$ cat src/rtl/spi_mem_responder.sv
`default_nettype none
// ============================================================================
// Module   : spi_mem_responder
// Purpose  : SPI mode-0 target emulating a small byte-addressed memory.
//            Commands: 0x03 read (streaming), 0x02 write (streaming).
//            Optional status register commands 0x05 (RDSR) / 0x01 (WRSR)
//            are built only when the macro SPI_RESP_RDSR_EN is defined.
// Revision : 1.0 - initial release
// ============================================================================
module spi_mem_responder #(
   parameter int ADDR_BYTES = 3,
   parameter int MEM_DEPTH  = 256
) (
   input  logic                         clk,
   input  logic                         rst,
   input  logic                         sclk,
   input  logic                         cs_n,
   input  logic                         mosi,
   output logic                         miso,
   output logic                         miso_oe,
   output logic                         wr_pulse,
   output logic [$clog2(MEM_DEPTH)-1:0] wr_addr,
   output logic [7:0]                   wr_data,
   output logic                         busy
);

   localparam int         C_AW        = $clog2(MEM_DEPTH);
   localparam int         C_ACW       = (ADDR_BYTES > 1) ? $clog2(ADDR_BYTES) : 1;
   localparam logic [7:0] C_CMD_READ  = 8'h03;
   localparam logic [7:0] C_CMD_WRITE = 8'h02;
`ifdef SPI_RESP_RDSR_EN
   localparam logic [7:0] C_CMD_RDSR  = 8'h05;
   localparam logic [7:0] C_CMD_WRSR  = 8'h01;
`endif

   typedef enum logic [2:0] {
      ST_IDLE   = 3'd0,
      ST_CMD    = 3'd1,
      ST_ADDR   = 3'd2,
      ST_RD     = 3'd3,
      ST_WR     = 3'd4,
      ST_IGNORE = 3'd5
`ifdef SPI_RESP_RDSR_EN
      ,
      ST_RDSR   = 3'd6,
      ST_WRSR   = 3'd7
`endif
   } state_t;

   state_t            r_state;
   state_t            w_next;
   logic [2:0]        r_sclk_sync;
   logic [2:0]        r_cs_sync;
   logic [1:0]        r_mosi_sync;
   logic [2:0]        r_bit_cnt;
   logic [7:0]        r_shift_in;
   logic [7:0]        r_shift_out;
   logic [C_AW-1:0]   r_addr;
   logic [C_ACW-1:0]  r_addr_cnt;
   logic              r_is_read;
   logic [7:0]        r_mem [0:MEM_DEPTH-1];

   logic              w_sclk_rise;
   logic              w_sclk_fall;
   logic              w_cs_fall;
   logic              w_cs_rise;
   logic [7:0]        w_byte;
   logic              w_byte_done;
   logic              w_addr_last;
   logic              w_tx_state;
   logic              w_wr_commit;
   logic [7:0]        w_load_byte;
   logic [C_AW-1:0]   w_addr_shift;

   // Edge detection on the synchronized copies; the third flop holds history.
   assign w_sclk_rise = r_sclk_sync[1] & ~r_sclk_sync[2];
   assign w_sclk_fall = ~r_sclk_sync[1] & r_sclk_sync[2];
   assign w_cs_fall   = ~r_cs_sync[1] & r_cs_sync[2];
   assign w_cs_rise   = r_cs_sync[1] & ~r_cs_sync[2];

   assign w_byte      = {r_shift_in[6:0], r_mosi_sync[1]};
   assign w_byte_done = w_sclk_rise && (r_bit_cnt == 3'd7);
   assign w_addr_last = (r_addr_cnt == C_ACW'(ADDR_BYTES - 1));
   assign w_wr_commit = (r_state == ST_WR) && w_byte_done;
   assign busy        = (r_state != ST_IDLE);

`ifdef SPI_RESP_RDSR_EN
   logic [7:0] r_status;
   assign w_tx_state  = (r_state == ST_RD) || (r_state == ST_RDSR);
   assign w_load_byte = (r_state == ST_RDSR) ? r_status : r_mem[r_addr];
`else
   assign w_tx_state  = (r_state == ST_RD);
   assign w_load_byte = r_mem[r_addr];
`endif

   // Address bytes arrive MSB first; only the low C_AW bits are retained.
   generate
      if (C_AW > 8) begin : g_addr_wide
         assign w_addr_shift = {r_addr[C_AW-9:0], w_byte};
      end else begin : g_addr_narrow
         assign w_addr_shift = w_byte[C_AW-1:0];
      end
   endgenerate

   // State register.
   always_ff @(posedge clk or posedge rst) begin
      if (rst) r_state <= ST_IDLE;
      else     r_state <= w_next;
   end

   // Next-state decode; cs_n rising wins over everything outside IDLE.
   always_comb begin
      w_next = r_state;
      if (r_state == ST_IDLE) begin
         if (w_cs_fall) w_next = ST_CMD;
      end else if (w_cs_rise) begin
         w_next = ST_IDLE;
      end else begin
         case (r_state)
            ST_CMD: begin
               if (w_byte_done) begin
                  case (w_byte)
                     C_CMD_READ, C_CMD_WRITE: w_next = ST_ADDR;
`ifdef SPI_RESP_RDSR_EN
                     C_CMD_RDSR:              w_next = ST_RDSR;
                     C_CMD_WRSR:              w_next = ST_WRSR;
`endif
                     default:                 w_next = ST_IGNORE;
                  endcase
               end
            end
            ST_ADDR: begin
               if (w_byte_done && w_addr_last) w_next = r_is_read ? ST_RD : ST_WR;
            end
`ifdef SPI_RESP_RDSR_EN
            ST_WRSR: begin
               if (w_byte_done) w_next = ST_IGNORE;
            end
`endif
            default: w_next = r_state;
         endcase
      end
   end

   // Synchronizers, shift/count datapath, write strobe and miso driver.
   // cs_n history resets low so a chip select held low through reset
   // never looks like a fresh falling edge.
   always_ff @(posedge clk or posedge rst) begin
      if (rst) begin
         r_sclk_sync <= 3'b000;
         r_cs_sync   <= 3'b000;
         r_mosi_sync <= 2'b00;
         r_bit_cnt   <= 3'd0;
         r_shift_in  <= 8'h00;
         r_shift_out <= 8'h00;
         r_addr      <= '0;
         r_addr_cnt  <= '0;
         r_is_read   <= 1'b0;
         miso        <= 1'b0;
         miso_oe     <= 1'b0;
         wr_pulse    <= 1'b0;
         wr_addr     <= '0;
         wr_data     <= 8'h00;
`ifdef SPI_RESP_RDSR_EN
         r_status    <= 8'h40;
`endif
      end else begin
         r_sclk_sync <= {r_sclk_sync[1:0], sclk};
         r_cs_sync   <= {r_cs_sync[1:0], cs_n};
         r_mosi_sync <= {r_mosi_sync[0], mosi};
         wr_pulse    <= 1'b0;
         if (r_state == ST_IDLE) begin
            if (w_cs_fall) begin
               r_bit_cnt  <= 3'd0;
               r_shift_in <= 8'h00;
               r_addr_cnt <= '0;
            end
         end else if (!w_tx_state) begin
            if (w_sclk_rise) begin
               r_shift_in <= w_byte;
               r_bit_cnt  <= r_bit_cnt + 3'd1;
            end
            if ((r_state == ST_CMD) && w_byte_done) r_is_read <= (w_byte == C_CMD_READ);
            if ((r_state == ST_ADDR) && w_byte_done) begin
               r_addr     <= w_addr_shift;
               r_addr_cnt <= r_addr_cnt + C_ACW'(1);
            end
            if (w_wr_commit) begin
               wr_pulse <= 1'b1;
               wr_addr  <= r_addr;
               wr_data  <= w_byte;
               r_addr   <= r_addr + C_AW'(1);
            end
`ifdef SPI_RESP_RDSR_EN
            if ((r_state == ST_WRSR) && w_byte_done) r_status <= w_byte;
`endif
         end else if (w_sclk_fall) begin
            // Bit count 0 marks a byte boundary: load the next byte. r_addr
            // always points at the byte to be loaded next.
            if (r_bit_cnt == 3'd0) begin
               miso        <= w_load_byte[7];
               r_shift_out <= {w_load_byte[6:0], 1'b0};
               miso_oe     <= 1'b1;
               if (r_state == ST_RD) r_addr <= r_addr + C_AW'(1);
            end else begin
               miso        <= r_shift_out[7];
               r_shift_out <= {r_shift_out[6:0], 1'b0};
            end
            r_bit_cnt <= r_bit_cnt + 3'd1;
         end
         // Deselect drops any partial byte; a byte completing this same
         // clk has already been committed above.
         if ((r_state != ST_IDLE) && w_cs_rise) begin
            r_bit_cnt   <= 3'd0;
            r_shift_in  <= 8'h00;
            r_shift_out <= 8'h00;
            miso        <= 1'b0;
            miso_oe     <= 1'b0;
         end
      end
   end

   // Memory array write port; contents deliberately survive reset.
   always_ff @(posedge clk) begin
      if (w_wr_commit) r_mem[r_addr] <= w_byte;
   end

endmodule
`default_nettype wire

$ cat config.mk
export PLATFORM = sky130hd
export DESIGN_NAME = spi_mem_responder
export DESIGN_NICKNAME = d
export VERILOG_FILES = /design/src/rtl/spi_mem_responder.sv
export SDC_FILE = /design/constraint.sdc
export NUM_CORES = 2
export LEC_CHECK = 0
export CAP_MARGIN = 30
export CORE_MARGIN = 2
export CORE_UTILIZATION = 50
export CTS_CLUSTER_DIAMETER = 200
export DETAILED_ROUTE_END_ITERATION = 10
export PLACE_DENSITY = 0.64
export SETUP_SLACK_MARGIN = 0.2
export SYNTH_ARGS = -nofsm -noshare
export SYNTH_HDL_FRONTEND = slang
export SYNTH_SLANG_ARGS = --single-unit
export TNS_END_PERCENT = 50
$ cat constraint.sdc
create_clock -name clk -period 12.28 [get_ports clk]
set_input_delay 2.456 -clock clk [delete_from_list [all_inputs] [get_ports clk]]
set_output_delay 2.456 -clock clk [all_outputs]
set_load 0.02 [all_outputs]
==> impl_results.md <==
* Nets at 3876
* RSZ-0062 raised after global routing: false
* WL met2 at 93600 um
* DRT iter0 DRCs at 5700
* Number of setup buffers added after CTS at 0
* Fmax at 190 MHz
* H-Tree Depth at 4
* Fin crit share at 42.8%
* Layout area overhead at 12.4%
* Synth Flop Type: edfxtp_1
* Worst hold path type: flop to flop
* Worst Clk Skew at 0.0467 ns
* IO buf count at 24
* Worst Path Required at 12.97 ns
* TritonRoute pass-1 iters at 5
* CTS Sinks at approximately 2100
* Peak VDD IR at 0.180 mV
* FF+latch count, synth at between 2000 and 2500
* Slew margin rel. at 27.0%
* Placed inst area at 84300 sq um
* First-pass GRT wire length at 290000 um
* I/O pin count at 25
* Die Height at 407 um
* Largest cells by area after synthesis: edfxtp_1 76%, mux4_2 16%, dfrtp_1 1.8%, a22oi_1 1.3%, nor2_1 1.3%
* Mapped Cells at about 3700
* Final setup vio count at 0
* Num rows at 147
* Die area at 166000 sq um
* # resized after CTS at 0
* Hold Slack at 0.352 ns
* Critical Setup Path Class: flop to flop
* Cell area after layout at 91300 sq um
* Top Metal Used: met5
* Synthesized cell area at 81300 sq um
* Count leader, synth: edfxtp_1
* Endpoint type of the worst setup path: flop
* Share of cells above drive strength 1 at 25.2%
* DR WL/cell at 32.5 um
* Max_cap viols at 0
* Vias per cell at 6.38
* CTS tree: built
* WL final at 202000 um
* Clk_lat worst skew at 0.85 ns
* CTS root buffer: clkbuf_16
* Post-synth top area share at 75.7%
* GRT Residual Overflow at 0
* DPL Wire Length at ~120000 um
* Fin crit period at 5.26 ns
* Placer congestion estimate at between 0.8 and 0.9
* Vias in the first global route at slightly below 40000
* Worst slew pin tran at 1.10 ns
* Via Count at roughly 40000
* Final Slew Violations at 0
* CP max FO at 118
* Most area-hungry cell type in the Yosys netlist: edfxtp_1
* Largest net degree at the start of global routing at 213
* Ys async rst share at 2.75%
* Status: finished, final reports clean
* Tot GR Track Use at ~24%
* Post-synth net total at roughly 3700
* Avg Synthesized Cell Area at 21.8 sq um
* Core footprint at 161000 sq um
* Crit start category: flop
* Clk pin slew, worst setup/hold paths at 0.06 ns
* Lkg Pwr at 27.9 nW
* Clk buf depth at 3
* Initial antenna violation count at 7
* Warnings, synthesis at 0
* WL met1 at 81300 um
* Post-route setup TNS at 0 ns
* Met3 WL at between 20000 and 25000 um
* Die width at 407 um
* Drt drc at 0
* Yosys cell types at 48
* Seq/Total Area, Yosys at 77.5%
* Ant diodes at 0
* Num CTS Buffers at 209
* Starting Density at 50.5%
* DRT antenna net count at 0
* Final number of hold-violating endpoints at 0
* Crit path DAT at 5.95 ns
* EDFF count, synth at 2048
* Synth top cells by count: 2048 x edfxtp_1, 575 x mux4_2, 279 x nor2_1
* Cts hold-fix bufs at 0
* PwrDens at 201 nW/um^2
## final cells by class
class | instances | area, sq um
fill | 11700 | 69600
clock buffer | 258 | 5440
tap | 2160 | 2700
clock inverter | 136 | 1410
timing repair buffer | 141 | 1410
sequential | 2106 | 63000
multi-input combinational | 1387 | 17300
inverter | 18 | 67.6
## layout by cell type, fill, tap and decap left out, types with 18 or more instances in the layout
master           count
clkbuf_16          210
buf_6               19
clkdlybuf4s50_1     24
clkinv_1            48
dfrtp_1             46
clkbuf_1            48
nor2_1             278
edfxtp_1          2048
o21ai_0             42
bufinv_16           23
a22oi_1            143
clkinv_2            41
mux4_2             575
nand3_1             43
buf_4               78
nand2_1             79
nor4_1              18
a21oi_1             91
## critical path: stages, from the launching register on
cell	delay [ns]
dfrtp_4	0.75
buf_12	0.59
buf_12	0.67
buf_4	0.71
mux4_2	0.45
a22oi_1	0.23
a21oi_1	0.13
nor4_1	0.73
o22ai_1	0.35
nor2_1	0.15
o21ai_0	0.08
## power by group
group          switching, mW  internal, mW  total [mW]
Sequential             0.239          8.45        8.69
Combinational           2.14          1.17        3.31
Clock                   2.73          3.64        6.37
Total                   5.11          13.3        18.4
## state kept, by name, summed over array words and instances (netlist names), 3 cells and up
name	flops
r_cs_sync	3
wr_data	8
r_addr	8
r_shift_in	7
r_shift_out	7
r_bit_cnt	3
r_sclk_sync	3
wr_addr	8
r_mem	2048
r_state	3
## through the flow
step / instances / power (mW) / worst slack (ns) / utilization [%]
6_report: 6206 / 18.4 / 7.02 / 56.7
5_1_grt: 6206 / 18.9 / 6.89 / 56.7
4_1_cts: 6194 / 18.4 / 7.01 / 56.6
3_5_place_dp: 5800 / 12.1 / 7.02 / 52.4
3_3_place_gp: 5765 / 12.1 / 6.75 / 52.2
2_1_floorplan: 3730 / 10.9 / 7.67 / -
## metal layers
metal | global-route usage [%] | up-vias
li1 | - | 16000
met1 | 35.4 | 21300
met2 | 36.5 | 2075
met4 | 6.56 | 6
met5 | 0 | -
met3 | 6.90 | 307
## path summary, 6_finish.rpt
path / cells after the start / to / slack, ns / from
max: 10 / r_shift_out[6]$_DFFE_PP0P_ / 7.02 / r_addr[1]$_DFFE_PP0P_
min: 0 / r_cs_sync[1]$_DFF_PP0_ / 0.35 / r_cs_sync[0]$_DFF_PP0_
max reg2reg: 10 / r_shift_out[6]$_DFFE_PP0P_ / 7.02 / r_addr[1]$_DFFE_PP0P_
min reg2reg: 0 / r_cs_sync[1]$_DFF_PP0_ / 0.35 / r_cs_sync[0]$_DFF_PP0_
max in group asynchronous: 3 / r_addr[3]$_DFFE_PP0P_ / 9.29 / rst
min in group asynchronous: 2 / wr_addr[2]$_DFFE_PP0P_ / 2.01 / rst
## cells by family after synthesis
| family | Yosys count | share of synthesized area [%] |
|---|---|---|
| buf+inv | 237 | 1.31 |
| flops | 2106 | 77.5 |
| fa+ha+maj | 8 | 0.123 |
| simple gates | 473 | 2.47 |
| mux | 589 | 16.1 |
| compound gates | 317 | 2.53 |
Note: power is estimated with default switching activity, not from simulation.
